[config.mk]
export PLATFORM = sky130hd
export DESIGN_NAME = nes_input_controller
export DESIGN_NICKNAME = d
export VERILOG_FILES = /design/src/rtl/nes_input_controller_pkg.sv /design/src/rtl/nes_shift_reader.sv /design/src/rtl/nes_input_controller.sv
export SDC_FILE = /design/constraint.sdc
export NUM_CORES = 1
export LEC_CHECK = 0
export ABC_AREA = 1
export BUFFER_PORTS_ARGS = -buffer_cell sky130_fd_sc_hd__buf_2
export CAP_MARGIN = 20
export CORE_UTILIZATION = 35
export CTS_CLUSTER_DIAMETER = 100
export CTS_CLUSTER_SIZE = 12
export DETAILED_ROUTE_END_ITERATION = 10
export HOLD_SLACK_MARGIN = 0.12
export SLEW_MARGIN = 10
export SYNTH_ARGS = -nofsm -noshare
export SYNTH_HDL_FRONTEND = slang
export SYNTH_SLANG_ARGS = --single-unit
[constraint.sdc]
create_clock -name clk -period 2.55 [get_ports clk]
set_clock_uncertainty 0.2 [all_clocks]
set_input_delay 0 -clock clk [delete_from_list [all_inputs] [get_ports clk]]
set_output_delay 0 -clock clk [all_outputs]
set_load 0.005 [all_outputs]
[src/rtl/nes_input_controller_pkg.sv]
// nes_input_controller_pkg: shared game-input constants, reader states and pad-to-button mapping
package nes_input_controller_pkg;
  localparam int BTN_UP = 0;
  localparam int BTN_DOWN = 1;
  localparam int BTN_LEFT = 2;
  localparam int BTN_RIGHT = 3;
  localparam int BTN_ATTACK = 4;
  localparam int PRESS_OFS = 5;
  localparam int PAD_A = 0;
  localparam int PAD_B = 1;
  localparam int PAD_SELECT = 2;
  localparam int PAD_START = 3;
  localparam int PAD_UP = 4;
  localparam int PAD_DOWN = 5;
  localparam int PAD_LEFT = 6;
  localparam int PAD_RIGHT = 7;
  typedef enum logic [1:0] {IDLE, LATCH, READ, DONE} rd_state_t;
  function automatic logic [4:0] pad_to_buttons(input logic [7:0] pad);
    logic [4:0] b;
    b[BTN_UP] = ~pad[PAD_UP];
    b[BTN_DOWN] = ~pad[PAD_DOWN];
    b[BTN_LEFT] = ~pad[PAD_LEFT];
    b[BTN_RIGHT] = ~pad[PAD_RIGHT];
    b[BTN_ATTACK] = ~pad[PAD_A];
    return b;
  endfunction
endpackage

[src/rtl/nes_shift_reader.sv]
// nes_shift_reader: drives the pad latch/clock strobes and shifts in the eight raw pad bits
module nes_shift_reader
  import nes_input_controller_pkg::*;
#(
  parameter int HALF_BIT = 150
) (
  input  logic       clk,
  input  logic       reset,
  input  logic       start,
  input  logic       data,
  output logic       ctrl_latch,
  output logic       ctrl_clk,
  output logic [7:0] raw,
  output logic       valid
);
  localparam int CW = $clog2(2 * HALF_BIT);
  localparam logic [CW-1:0] LATCH_END = CW'(2 * HALF_BIT - 1);
  localparam logic [CW-1:0] HALF_END = CW'(HALF_BIT - 1);
  rd_state_t state, state_n;
  logic [CW-1:0] cnt, cnt_n;
  logic [2:0] bit_idx, bit_idx_n;
  logic phase, phase_n;
  logic [7:0] raw_n;
  assign ctrl_latch = state == LATCH;
  assign ctrl_clk = state == READ && phase;
  assign valid = state == DONE;
  always_ff @(posedge clk or negedge reset)
    if (!reset) begin
      state <= IDLE;
      cnt <= '0;
      bit_idx <= '0;
      phase <= 1'b0;
      raw <= '0;
    end else begin
      state <= state_n;
      cnt <= cnt_n;
      bit_idx <= bit_idx_n;
      phase <= phase_n;
      raw <= raw_n;
    end
  // phase 0 is the low half that ends with a sample; phase 1 is the ctrl_clk high half
  always_comb begin
    state_n = state;
    cnt_n = cnt + 1'b1;
    bit_idx_n = bit_idx;
    phase_n = phase;
    raw_n = raw;
    case (state)
      IDLE: begin
        cnt_n = '0;
        if (start) state_n = LATCH;
      end
      LATCH:
        if (cnt == LATCH_END) begin
          state_n = READ;
          cnt_n = '0;
          bit_idx_n = '0;
          phase_n = 1'b0;
        end
      READ:
        if (cnt == HALF_END) begin
          cnt_n = '0;
          if (phase) begin
            phase_n = 1'b0;
            bit_idx_n = bit_idx + 1'b1;
          end else begin
            raw_n[bit_idx] = data;
            if (bit_idx == 3'd7) state_n = DONE;
            else phase_n = 1'b1;
          end
        end
      default: begin
        cnt_n = '0;
        state_n = IDLE;
      end
    endcase
  end
endmodule

[src/rtl/nes_input_controller.sv]
// nes_input_controller: polls a NES pad, debounces five game buttons and emits press/release pulses
module nes_input_controller
  import nes_input_controller_pkg::*;
#(
  parameter int HALF_BIT = 150,
  parameter int POLL_PERIOD = 416667,
  parameter int DEBOUNCE_POLLS = 2
) (
  input  logic       clk,
  input  logic       reset,
  input  logic       ctrl_data,
  output logic       ctrl_latch,
  output logic       ctrl_clk,
  output logic [9:0] input_data,
  output logic [4:0] buttons,
  output logic       poll_done
);
  localparam int PW = $clog2(POLL_PERIOD);
  localparam int MW = $clog2(DEBOUNCE_POLLS + 1);
  localparam logic [MW-1:0] MATCH_MAX = MW'(DEBOUNCE_POLLS);
  logic [PW-1:0] poll_cnt;
  logic poll_tick;
  logic [1:0] sync;
  logic [7:0] pad_raw;
  logic [4:0] raw, prev_raw, buttons_n;
  logic [MW-1:0] match_cnt, match_n;
  assign poll_tick = poll_cnt == PW'(POLL_PERIOD - 1);
  assign raw = pad_to_buttons(pad_raw);
  nes_shift_reader #(.HALF_BIT(HALF_BIT)) u_reader (
    .clk(clk),
    .reset(reset),
    .start(poll_tick),
    .data(sync[1]),
    .ctrl_latch(ctrl_latch),
    .ctrl_clk(ctrl_clk),
    .raw(pad_raw),
    .valid(poll_done)
  );
  always_comb begin
    match_n = raw != prev_raw ? MW'(1) : match_cnt == MATCH_MAX ? match_cnt : match_cnt + 1'b1;
    buttons_n = match_n == MATCH_MAX ? raw : buttons;
  end
  always_ff @(posedge clk or negedge reset)
    if (!reset) begin
      poll_cnt <= '0;
      sync <= 2'b11;
      prev_raw <= '0;
      match_cnt <= '0;
      buttons <= '0;
      input_data <= '0;
    end else begin
      poll_cnt <= poll_tick ? '0 : poll_cnt + 1'b1;
      sync <= {sync[0], ctrl_data};
      input_data <= '0;
      if (poll_done) begin
        prev_raw <= raw;
        match_cnt <= match_n;
        buttons <= buttons_n;
        input_data[PRESS_OFS+:5] <= buttons_n & ~buttons;
        input_data[PRESS_OFS-1:0] <= ~buttons_n & buttons;
      end
    end
endmodule
==> results of run 1 <==
==> layout make-up <==
| class | instances | area [µm²] | area share [%] |
|---|---|---|---|
| Timing Repair Buffer | 26 | 170 | 4.56 |
| Inverter | 62 | 233 | 6.24 |
| Multi-Input combinational cell | 267 | 1420 | 38.0 |
| Clock buffer | 9 | 124 | 3.32 |
| Tap cell | 108 | 135 | 3.62 |
| Sequential cell | 63 | 1580 | 42.3 |
| Clock inverter | 7 | 71.3 | 1.91 |
==> repair_timing <==
action	4_1_cts	5_1_grt
hold endpoints to repair	64	0
hold buffers	5	0
setup buffers	0	0
setup endpoints to repair	0	0
==> routing by layer <==
metal  global-route usage [%]  vias to the layer above
met5                        0                        -
met4                     5.28                        0
met3                     3.72                        2
met2                     22.8                       59
met1                     21.6                     1193
li1                         -                     1339
==> layout by cell type, fill, tap and decap left out, types with 2 or more instances in the layout <==
| cell type | netlist | layout |
|---|---|---|
| nor3b_1 | 2 | 2 |
| inv_2 | 5 | 5 |
| dlygate4sd3_1 | 0 | 5 |
| ha_1 | 12 | 12 |
| nand3_1 | 37 | 37 |
| clkinv_2 | 0 | 2 |
| nor3_2 | 2 | 2 |
| nor3_1 | 14 | 14 |
| nor2_4 | 2 | 2 |
| buf_2 | 1 | 20 |
| dfstp_2 | 2 | 2 |
| o21ai_0 | 6 | 6 |
| nor2_1 | 51 | 51 |
| a31oi_1 | 2 | 2 |
| nand2_1 | 79 | 79 |
| o21a_1 | 5 | 5 |
| dfrtp_1 | 61 | 61 |
| clkinvlp_4 | 0 | 3 |
| nor4_1 | 5 | 5 |
| nand4_1 | 17 | 17 |
| xor2_1 | 12 | 12 |
| nor2_2 | 5 | 5 |
| a21oi_1 | 6 | 6 |
| clkbuf_8 | 0 | 9 |
| nand2_2 | 4 | 4 |
| inv_1 | 57 | 57 |
==> worst max-delay path, cell delays in order <==
cell and delay (ns):
dlygate4sd3_1 0.52, dlygate4sd3_1 0.55, buf_2 0.46, dlygate4sd3_1 0.91
==> power by group <==
| part | total, W | internal, W | switching, W |
|---|---|---|---|
| Combinational | 0.0000297 | 0.00000916 | 0.0000206 |
| Clock | 0.000857 | 0.000451 | 0.000406 |
| Sequential | 0.00100 | 0.00100 | 0.00000123 |
| Total | 0.00189 | 0.00146 | 0.000428 |
==> sequential cells by signal (all words and copies together) (netlist names) <==
name,count
u_reader.phase,1
match_cnt,2
u_reader.cnt,9
u_reader.raw,5
input_data,10
poll_cnt,19
prev_raw,5
u_reader.state,2
buttons,5
u_reader.bit_idx,3
sync,2
==> cell families (layout without fill, tap and decap cells) <==
| family | Yosys count | in the layout | share of synthesized area (%) |
|---|---|---|---|
| simple gates | 221 | 221 | 31.8 |
| flops | 63 | 63 | 48.6 |
| buf+inv | 65 | 104 | 7.77 |
| xor+xnor | 13 | 13 | 3.50 |
| fa+ha+maj | 12 | 12 | 4.62 |
| compound gates | 21 | 21 | 3.77 |
==> how the worst max path moves through the flow <==
stage                        endpoint  slack (ns)  cells after the start
finish                     buttons[1]        0.36                      4
global route            input_data[8]        0.15                      4
CTS                        buttons[3]        0.24                      4
detailed placement         buttons[3]        0.65                      4
global placement        input_data[6]        0.67                      9
floorplan           u_reader.state[0]        0.96                     11
==> through the flow <==
| step | util (%) | setup WS, ns | total power [W] |
|---|---|---|---|
| after global placement | 39.4 | 0.667 | 0.00105 |
| after global routing | 42.2 | 0.151 | 0.00197 |
| after CTS | 42.2 | 0.241 | 0.00192 |
| after floorplan | - | 0.963 | 0.00102 |
| after detailed placement | 39.4 | 0.646 | 0.00105 |
| final | 42.2 | 0.364 | 0.00189 |
==> results.md, run 1 <==
* Syn Std Cell Area at 3250 µm²
* CP startpoint kind: primary input
* Via density at about 4.8
* WL met2 at 2.78 mm
* R2R Setup Slk at slightly below 0.7 ns
* TritonRoute pass-1 iters at 6
* IO Port Bufs at 20
* Grt total ovfl at 0
* Synth top cells by count: 79 x nand2_1, 61 x dfrtp_1, 57 x inv_1, 51 x nor2_1, 37 x nand3_1
* Least-Margin Pin Slew at approximately 0.74 ns
* Iter 0 DRT Violations at 155
* I/O pin cnt at 21
* Crit path time final at between 2 and 2.5 ns
* Total power density per cell area at 506 nW/µm²
* Min-Delay Path Depth at 0
* N_diodes at 0
* Synth async-reset ratio at 100%
* WHS Endpoint: sync[1]
* Die ar. at 9680 µm²
* FF+latch count, synth at 63
* DRC at 0
* Max Clock Freq at between 400 and 500 MHz
* DR top layer: met4
* Yosys warnings at 0
* Cell taking the most area after synthesis: dfrtp_1
* RSZ-0062 raised after global routing: false
* Std-Cell Rows at 34
* Core footprint at 8850 µm²
* Share of cells above drive strength 1 at between 10% and 20%
* Max VDD drop at between 0.2 and 0.25 mV
* Worst rel slew slack at 50.5%
* Top_reg_cell synth: dfrtp_1
* Area growth, synth to finish at 14.8%
* Worst-path clk slew at roughly 0.080 ns
* Final Max Slew Viols at 0
* Reg2Reg Launch Point: u_reader.raw[5]
* Initial core utilization at around 37%
* Final GP Congestion at roughly 0.9
* WP data required at between 2 and 3 ns
* Fin crit share at 85.7%
* Die X at about 98 µm
* WHS at 0.158 ns
* Sequential area share after synthesis at between 40% and 50%
* FF-to-FF End: input_data[6]
* Via count at between 2000 and 3000
* Synth area leaders: dfrtp_1 47%, nand2_1 9.1%, inv_1 6.6%
* Pin count of the biggest net entering global routing at 35
* Antenna-violating nets left at 0
* EDFF count, synth at 0
* H-tree lvl count at 3
* Worst Setup SP: reset
* Syn nets at 410
* Final hold vios at 0
* DR WL/cell at approximately 12 µm
* Clock sink total at 63
* R2R depth at 9
* CTS root buf: clkbuf_8
* Placed insts at approximately 520
* Worst-Skew Late Latency at approximately 0.33 ns
* Post-Syn Instances at 395
* Hold WC Path Type: flip-flop to flip-flop
* Max Cap Viol at 0
* Most frequent cell after synthesis: nand2_1
* Die Y-Extent at 98.4 µm
* CP max FO at 22
* CP arrival at approximately 2.5 ns
* Setup TNS at 0 ns
* Status: completed
* Static Leak at 1.85 nW
* Dpl cell area at 3490 µm²
* Total GRT Usage at roughly 15%
* DRT met1 WL at 3.19 mm
* CTS tree: yes
* Final WL at roughly 6.3 mm
* Post-synth top area share at 46.9%
* Non-Filler Instances at between 500 and 600
* Met3 Wirelength at ~290 µm
* Clk buf depth at 2
* Synth cell types at 30
* # fillers at 888
* Crit. End Element: asynchronous set/reset pin
* Critical path type: primary input to asynchronous set/reset pin
* Min-delay src: sync[0]
* # nets final at 444
* Synthesized area per cell at between 8 and 9 µm²
* Initial antenna violation count at 0
* CTS Buf Count at 9
* Post-CTS resize count at 0
* Design Area, Final at 3730 µm²
* Final setup fails at 0
* Final HPWL DP at approximately 4.7 mm
* Vias in the first global route at 2538
* First-pass GRT wire length at ~12 mm
(Power assumes the default switching activity.)
==> inputs of run 2 (changes only) <==
--- a/config.mk
+++ b/config.mk
@@ -5,9 +5,10 @@
 export SDC_FILE = /design/constraint.sdc
 export NUM_CORES = 1
 export LEC_CHECK = 0
-export ABC_AREA = 1
 export BUFFER_PORTS_ARGS = -buffer_cell sky130_fd_sc_hd__buf_2
 export CAP_MARGIN = 20
+export CORE_ASPECT_RATIO = 0.8
+export CORE_MARGIN = 2
 export CORE_UTILIZATION = 35
 export CTS_CLUSTER_DIAMETER = 100
 export CTS_CLUSTER_SIZE = 12
==> run 2 against run 1 <==
Effect of this change:
- flip-flop and latch count unchanged
- register-to-register slack got worse by 0.36 ns
- fmax shrank 1.8%
- routed wire length down 21%
- critical endpoint is now u_reader.state[1]
- non-clock buffer count rose by 1
- via count is 26% lower
- critical path type is now flip-flop to flip-flop
- core utilization up 0.12 points
- largest cell class unchanged
- final cell count fell by 25%
==> results.md, run 2 <==
* RSZ-0062 raised after global routing: false
* WP data required at 2.61 ns (-0.21 ns)
* Post-Syn Instances at 260 (-34%)
* Synth top cells by count: 61 x dfrtp_1, 27 x nor2_1, 19 x inv_1, 17 x nand3_1, 15 x nand2_1
* Clock power share at 44.8% (-0.5 points)
* Cell taking the most area after synthesis: dfrtp_1
* Clk buf depth at 2 (unchanged)
* Biggest regs: poll_cnt: 19 flops, input_data: 10 flops, u_reader.cnt: 9 flops
* Static Leak at 1.65 nW (-11%)
* Die X at 106 µm (+7.3%)
* Pin count of the biggest net entering global routing at 64 (+83%)
* Max Cap Viol at 0 (unchanged)
* Grt total ovfl at 0 (unchanged)
* CTS Buf Count at 9 (unchanged)
* EDFF count, synth at 0 (unchanged)
* Seq pwr share at 53.7% (+0.6 points)
* Final hold vios at 0 (unchanged)
* DRC at 0 (unchanged)
* Syn Std Cell Area at 2890 µm² (-11%)
* Max VDD drop at 0.234 mV (+14%)
* Leading cell type in the layout, fill and taps excluded: dfrtp_1
* Internal power at 0.00146 W (-0.24%)
* CP arrival at 2.28 ns (-0.17 ns)
* Core footprint at 7980 µm² (-9.8%)
* Setup Buffers After CTS at 0 (unchanged)
* Syn nets at 275 (-33%)
* Die ar. at 9010 µm² (-7.0%)
* Area growth, synth to finish at 16.8%
* Synth area leaders: dfrtp_1 53%, ha_1 5.2%, mux2i_1 4.5%
* Worst rel slew slack at 63.8% (+13 points)
* Share of cells above drive strength 1 at 16.3% (+2.5 points)
* Least-Margin Pin Slew at 0.538 ns (-0.205 ns)
* Fin crit share at 87.3% (+1.6 points)
* Final Max Slew Viols at 0 (unchanged)
* Max Clock Freq at 449 MHz (-1.8%)
* Top_reg_cell synth: dfrtp_1
* Initial core utilization at 36.2% (-0.54 points)
* Setup TNS at 0 ns (unchanged)
* DR WL/cell at 12.2 µm (+4.8%)
* H-tree lvl count at 3 (unchanged)
* Synthesized area per cell at 11.1 µm² (+35%)
* Die Y-Extent at 85.3 µm (-13%)
* Status: completed
* IO Port Bufs at 20 (unchanged)
* Hold WC Path Type: flip-flop to flip-flop
* N_diodes at 0 (unchanged)
* CP startpoint kind: flip-flop
* Worst-Skew Late Latency at 0.34 ns (about the same)
* Total GRT Usage at 12.4% (-2.9 points)
* Std-Cell Rows at 29 (-15%)
* Most frequent cell after synthesis: dfrtp_1
* Total power density per cell area at 553 nW/µm² (+9.3%)
* Yosys warnings at 0 (unchanged)
* I/O pin cnt at 21 (unchanged)
* P_sw at 0.000409 W (-4.2%)
* Antenna-violating nets left at 0 (unchanged)
* Post-CTS resize count at 0 (unchanged)
* # nets final at 310 (-30%)
* Crit path time final at 2.23 ns (+0.0409 ns)
* Synth cell types at 41 (+37%)
* TritonRoute pass-1 iters at 4 (-2)
* CTS root buf: clkbuf_8
* CP max FO at 11 (-50%)
* Clock sink total at 63 (unchanged)
* Total power at 0.00187 W (-1.1%)
* CP Cell Sequence: or4b_1 -> nor4_2 -> buf_4 -> o211a_1 -> mux2i_1
* Final GP Congestion at 0.790 (-13%)
* Max FFs per register at 19 (unchanged)
* Final HPWL DP at 3.41 mm (-27%)
* Worst-path clk slew at 0.07 ns (about the same)
* Switching share of power at 21.9% (-0.71 points)
* Final WL at 4.98 mm (-21%)
* Crit. End Element: flip-flop
* Initial antenna violation count at 0 (unchanged)
* Iter 0 DRT Violations at 80 (-48%)
* Via count at 1920 (-26%)
* Gate power share at 1.5% (about the same)
* Vias in the first global route at 1853 (-27%)
* Most frequent cells in the layout: 61 x dfrtp_1, 27 x nor2_1, 20 x buf_2
* Synth async-reset ratio at 100% (unchanged)
* First-pass GRT wire length at 8.61 mm (-27%)
* Max stage delay on crit path at 0.54 ns (-0.37 ns)
* Post-synth top area share at 52.8% (+5.9 points)
* CTS tree: yes
* Via density at 4.71 (-1.6%)
* Top reg by flops: poll_cnt
* Slowest cell on the critical path: or4b_1
* Critical path type: flip-flop to flip-flop
* Sequential area share after synthesis at 54.6% (+6.1 points)
* FF+latch count, synth at 63 (unchanged)
* Final setup fails at 0 (unchanged)
==> run 2: routing by layer <==
layer	vias up	share of wire, %	routed length, µm	GRT usage (%)
met3	7	5.0	249	5.30
li1	957	-	-	-
met1	919	51	2550	15.7
met5	-	0	0	0
met4	0	1.1	55	5.38
met2	37	43	2130	18.5
==> run 2: logic make-up (layout without fill, tap and decap cells) <==
family / Yosys count / count (layout) / share of synthesized area (%)
fa+ha+maj: 12 / 12 / 5.19
mux: 18 / 18 / 6.45
buf+inv: 22 / 62 / 2.90
xor+xnor: 26 / 26 / 7.88
flops: 63 / 63 / 54.6
compound gates: 13 / 13 / 3.16
simple gates: 106 / 106 / 19.8
==> run 2: worst paths after layout <==
check | from | end | slack, ns | cells after the start
min | sync[0] | sync[1] | 0.15 | 0
max in group asynchronous | reset | sync[0] | 1.27 | 4
max | poll_cnt[13] | u_reader.state[1] | 0.32 | 5
min reg2reg | sync[0] | sync[1] | 0.15 | 0
max reg2reg | poll_cnt[13] | u_reader.state[1] | 0.32 | 5
min in group asynchronous | reset | input_data[5] | 0.58 | 4
==> run 2: area by class of cell <==
type | instances | area, µm²
fillers | 795 | 4610
flip-flops and latches | 63 | 1580
multi-input cells | 175 | 1230
repair buffers | 27 | 175
well taps | 108 | 135
clock buffers | 10 | 128
inverters | 19 | 71.3
clock inverters | 6 | 61.3
==> run 2: power groups by stage <==
stage	clock, W	combinational [W]	sequential [W]
4_1_cts	0.000866	0.0000308	0.00100
3_3_place_gp	0	0.0000261	0.00102
5_1_grt	0.000911	0.0000339	0.00100
3_5_place_dp	0	0.0000260	0.00102
6_report	0.000836	0.0000283	0.00100
2_1_floorplan	0	0.0000000710	0.00102
==> run 2: metrics by stage <==
step	area, µm²	cells	hold slack (ns)	util [%]	setup WS, ns
finish	3380	408	0.151	42.3	0.323
global route	3380	408	0.145	42.3	0.171
CTS	3380	408	0.154	42.3	0.298
detailed placement	3150	388	-0.159	39.4	0.314
global placement	3150	388	-0.158	39.4	0.390
floorplan	2890	260	-0.496	-	0.527
==> run 2: timing repair <==
action                                  in CTS  in global routing
hold buffers                                 4                  0
endpoints found under the setup margin       0                  0
endpoints found under the hold margin       64                  0
==> run 2: worst max-delay path, delay by kind of cell, from the launching register on <==
| kind | cells | cell delay (ns) |
|---|---|---|
| buf+inv | 1 | 0.25 |
| flops | 1 | 0.40 |
| simple gates | 2 | 0.92 |
| mux | 1 | 0.19 |
| compound gates | 1 | 0.19 |
==> inputs of run 3 (changes only) <==
--- a/config.mk
+++ b/config.mk
@@ -5,6 +5,7 @@
 export SDC_FILE = /design/constraint.sdc
 export NUM_CORES = 1
 export LEC_CHECK = 0
+export ABC_AREA = 1
 export BUFFER_PORTS_ARGS = -buffer_cell sky130_fd_sc_hd__buf_2
 export CAP_MARGIN = 20
 export CORE_ASPECT_RATIO = 0.8
==> run 3 against run 2 <==
Effect of this change:
- via count up 42%
- sequential share of layout area is 5.7 points lower
- clock-buffer cell count unchanged
- critical path depth grew 4
- clock power increased by 42%
- fmax increased by 13%
- critical endpoint is now input_data[9]
- largest cell class unchanged
- largest power group is now clock
==> results.md, run 3 (synthesized netlist as in run 1, its figures left out) <==
* Status: completed
* Final hold vios at 0 (unchanged)
* Core footprint at 9040 µm² (+13%)
* Worst-path clk slew at 0.05 ns (-0.02 ns)
* P_sw at 0.000468 W (+14%)
* I/O pin cnt at 21 (unchanged)
* Worst Setup SP: u_reader.raw[6]
* Pin count of the biggest net entering global routing at 24 (-63%)
* Final HPWL DP at 5.13 mm (+50%)
* Max FFs per register at 19 (unchanged)
* # fillers at 899 (+13%)
* Final Max Slew Viols at 0 (unchanged)
* Die ar. at 10100 µm² (+12%)
* FF-to-FF End: input_data[9]
* Least-Margin Pin Slew at 0.785 ns (+0.247 ns)
* Reg2Reg Launch Point: u_reader.raw[6]
* CTS tree: yes
* CP max FO at 11 (unchanged)
* Area occupied by registers at 1580 µm² (unchanged)
* Final GP Congestion at 0.938 (+19%)
* Vias in the first global route at 2565 (+38%)
* CTS root buf: clkbuf_16
* CTS Buf Count at 9 (unchanged)
* Dpl cell area at 3500 µm² (+11%)
* CP startpoint kind: flip-flop
* Setup Buffers After CTS at 0 (unchanged)
* WP data required at 2.60 ns (about the same)
* Max Clock Freq at 509 MHz (+13%)
* Design Area, Final at 3850 µm² (+14%)
* Iter 0 DRT Violations at 201 (+150%)
* Worst rel slew slack at 47.6% (-16 points)
* R2R depth at 9 (+4)
* R2R Setup Slk at 0.59 ns (+0.26 ns)
* Worst-Skew Late Latency at 0.33 ns (about the same)
* Initial antenna violation count at 0 (unchanged)
* CP arrival at 2.02 ns (-0.26 ns)
* Die X at 112 µm (+5.8%)
* Antenna-violating nets left at 0 (unchanged)
* RSZ-0062 raised after global routing: false
* CP Capture Point: input_data[9]
* Internal power at 0.00177 W (+21%)
* Hold WC Path Type: flip-flop to flip-flop
* Total GRT Usage at 15.3% (+2.9 points)
* Std-Cell Rows at 31 (+6.9%)
* Min-Delay Path Depth at 0 (unchanged)
* Gate power share at 1.5% (about the same)
* Seq pwr share at 45.0% (-8.7 points)
* Leading cell type in the layout, fill and taps excluded: nand2_1
* Top reg by flops: poll_cnt
* Switching share of power at 20.9% (-0.99 points)
* Grt total ovfl at 0 (unchanged)
* Crit path time final at 1.96 ns (-0.263 ns)
* Biggest regs: poll_cnt: 19 flops, input_data: 10 flops, u_reader.cnt: 9 flops
* Area growth, synth to finish at 18.4%
* H-tree lvl count at 3 (unchanged)
* Max Cap Viol at 0 (unchanged)
* # nets final at 446 (+44%)
* Clock power share at 53.5% (+8.7 points)
* N_diodes at 0 (unchanged)
* Share of cells above drive strength 1 at 14.2% (-2.1 points)
* Final WL at 7.13 mm (+43%)
* Initial core utilization at 36.0% (-0.22 points)
* Via density at 4.95 (+5.2%)
* Final setup fails at 0 (unchanged)
* Most frequent cells in the layout: 79 x nand2_1, 61 x dfrtp_1, 57 x inv_1
* DRC at 0 (unchanged)
* Multi-input logic area at 1420 µm² (+16%)
* Fin crit share at 77.0% (-10 points)
* Clk buf depth at 2 (unchanged)
* Max VDD drop at 0.301 mV (+28%)
* IO Port Bufs at 20 (unchanged)
* Via count at 2728 (+42%)
* First-pass GRT wire length at 12.2 mm (+42%)
* Setup TNS at 0 ns (unchanged)
* Total power density per cell area at 581 nW/µm² (+5.0%)
* Static Leak at 1.91 nW (+16%)
* Crit. End Element: flip-flop
* Critical path type: flip-flop to flip-flop
* Die Y-Extent at 90.2 µm (+5.8%)
* TritonRoute pass-1 iters at 5 (+1)
* Clock sink total at 63 (unchanged)
* DR WL/cell at 12.9 µm (+6.0%)
[run 3: cell count changes in the layout (fill, tap and decap cells not counted), sizes merged, moves of 8 or more]
cell	before	now
nand3	18	38
nor3	9	17
nand4	4	18
and3	11	0
nor2	27	58
nand2	15	83
xnor2	13	1
inv	19	62
mux2i	13	0
[run 3: final cells by class]
type | count | share of cell area, %
multi-input cells | 267 | 36.9
well taps | 115 | 3.74
repair buffers | 28 | 4.75
inverters | 62 | 6.05
clock buffers | 10 | 5.95
flip-flops and latches | 63 | 41.0
clock inverters | 6 | 1.59
[run 3: routing by layer]
| layer | routed length, µm | track usage, % | up-vias | share of wire (%) |
|---|---|---|---|---|
| met2 | 2940 | 21.8 | 86 | 41 |
| met1 | 3670 | 21.7 | 1290 | 51 |
| met4 | 147 | 6.07 | 0 | 2.1 |
| li1 | - | - | 1340 | - |
| met5 | 0 | 0 | - | 0 |
| met3 | 368 | 4.52 | 12 | 5.2 |
[run 3: repair_timing]
action / CTS / global route
endpoints found under the hold margin: 62 / 0
resized for setup: 0 / 0
hold buffers: 5 / 0
[run 3: how the worst min path moves through the flow]
stage	startpoint	to	slack, ns
floorplan	reset	buttons[0]	-0.50
global placement	reset	poll_cnt[5]	-0.16
detailed placement	reset	poll_cnt[5]	-0.15
CTS	sync[0]	sync[1]	0.16
global route	sync[0]	sync[1]	0.17
finish	sync[0]	sync[1]	0.16
[run 3: stage by stage]
step | setup slack, ns | instances | util, % | power, W | hold slack (ns)
3_5_place_dp | 0.649 | 530 | 38.7 | 0.00105 | -0.152
6_report | 0.586 | 551 | 42.6 | 0.00223 | 0.158
4_1_cts | 0.604 | 551 | 42.6 | 0.00226 | 0.161
2_1_floorplan | 0.963 | 395 | - | 0.00102 | -0.496
3_3_place_gp | 0.602 | 530 | 38.7 | 0.00105 | -0.163
5_1_grt | 0.448 | 551 | 42.6 | 0.00231 | 0.165
[run 3: critical path: stages, from the launching register on]
cell and delay [ns]:
dfrtp_1 0.42, nand2_1 0.08, inv_1 0.03, nor2_1 0.10, nand3_1 0.14, nor2_4 0.21, nand3_2 0.24, inv_1 0.24
nand3_1 0.10, nor2_1 0.11
[run 3: power by group through the flow]
stage,clock network (W),logic (W),registers [W]
4_1_cts,0.00122,0.0000363,0.00101
5_1_grt,0.00126,0.0000400,0.00100
2_1_floorplan,0,0.0000000153,0.00102
6_report,0.00119,0.0000341,0.00101
3_5_place_dp,0,0.0000269,0.00102
3_3_place_gp,0,0.0000262,0.00102
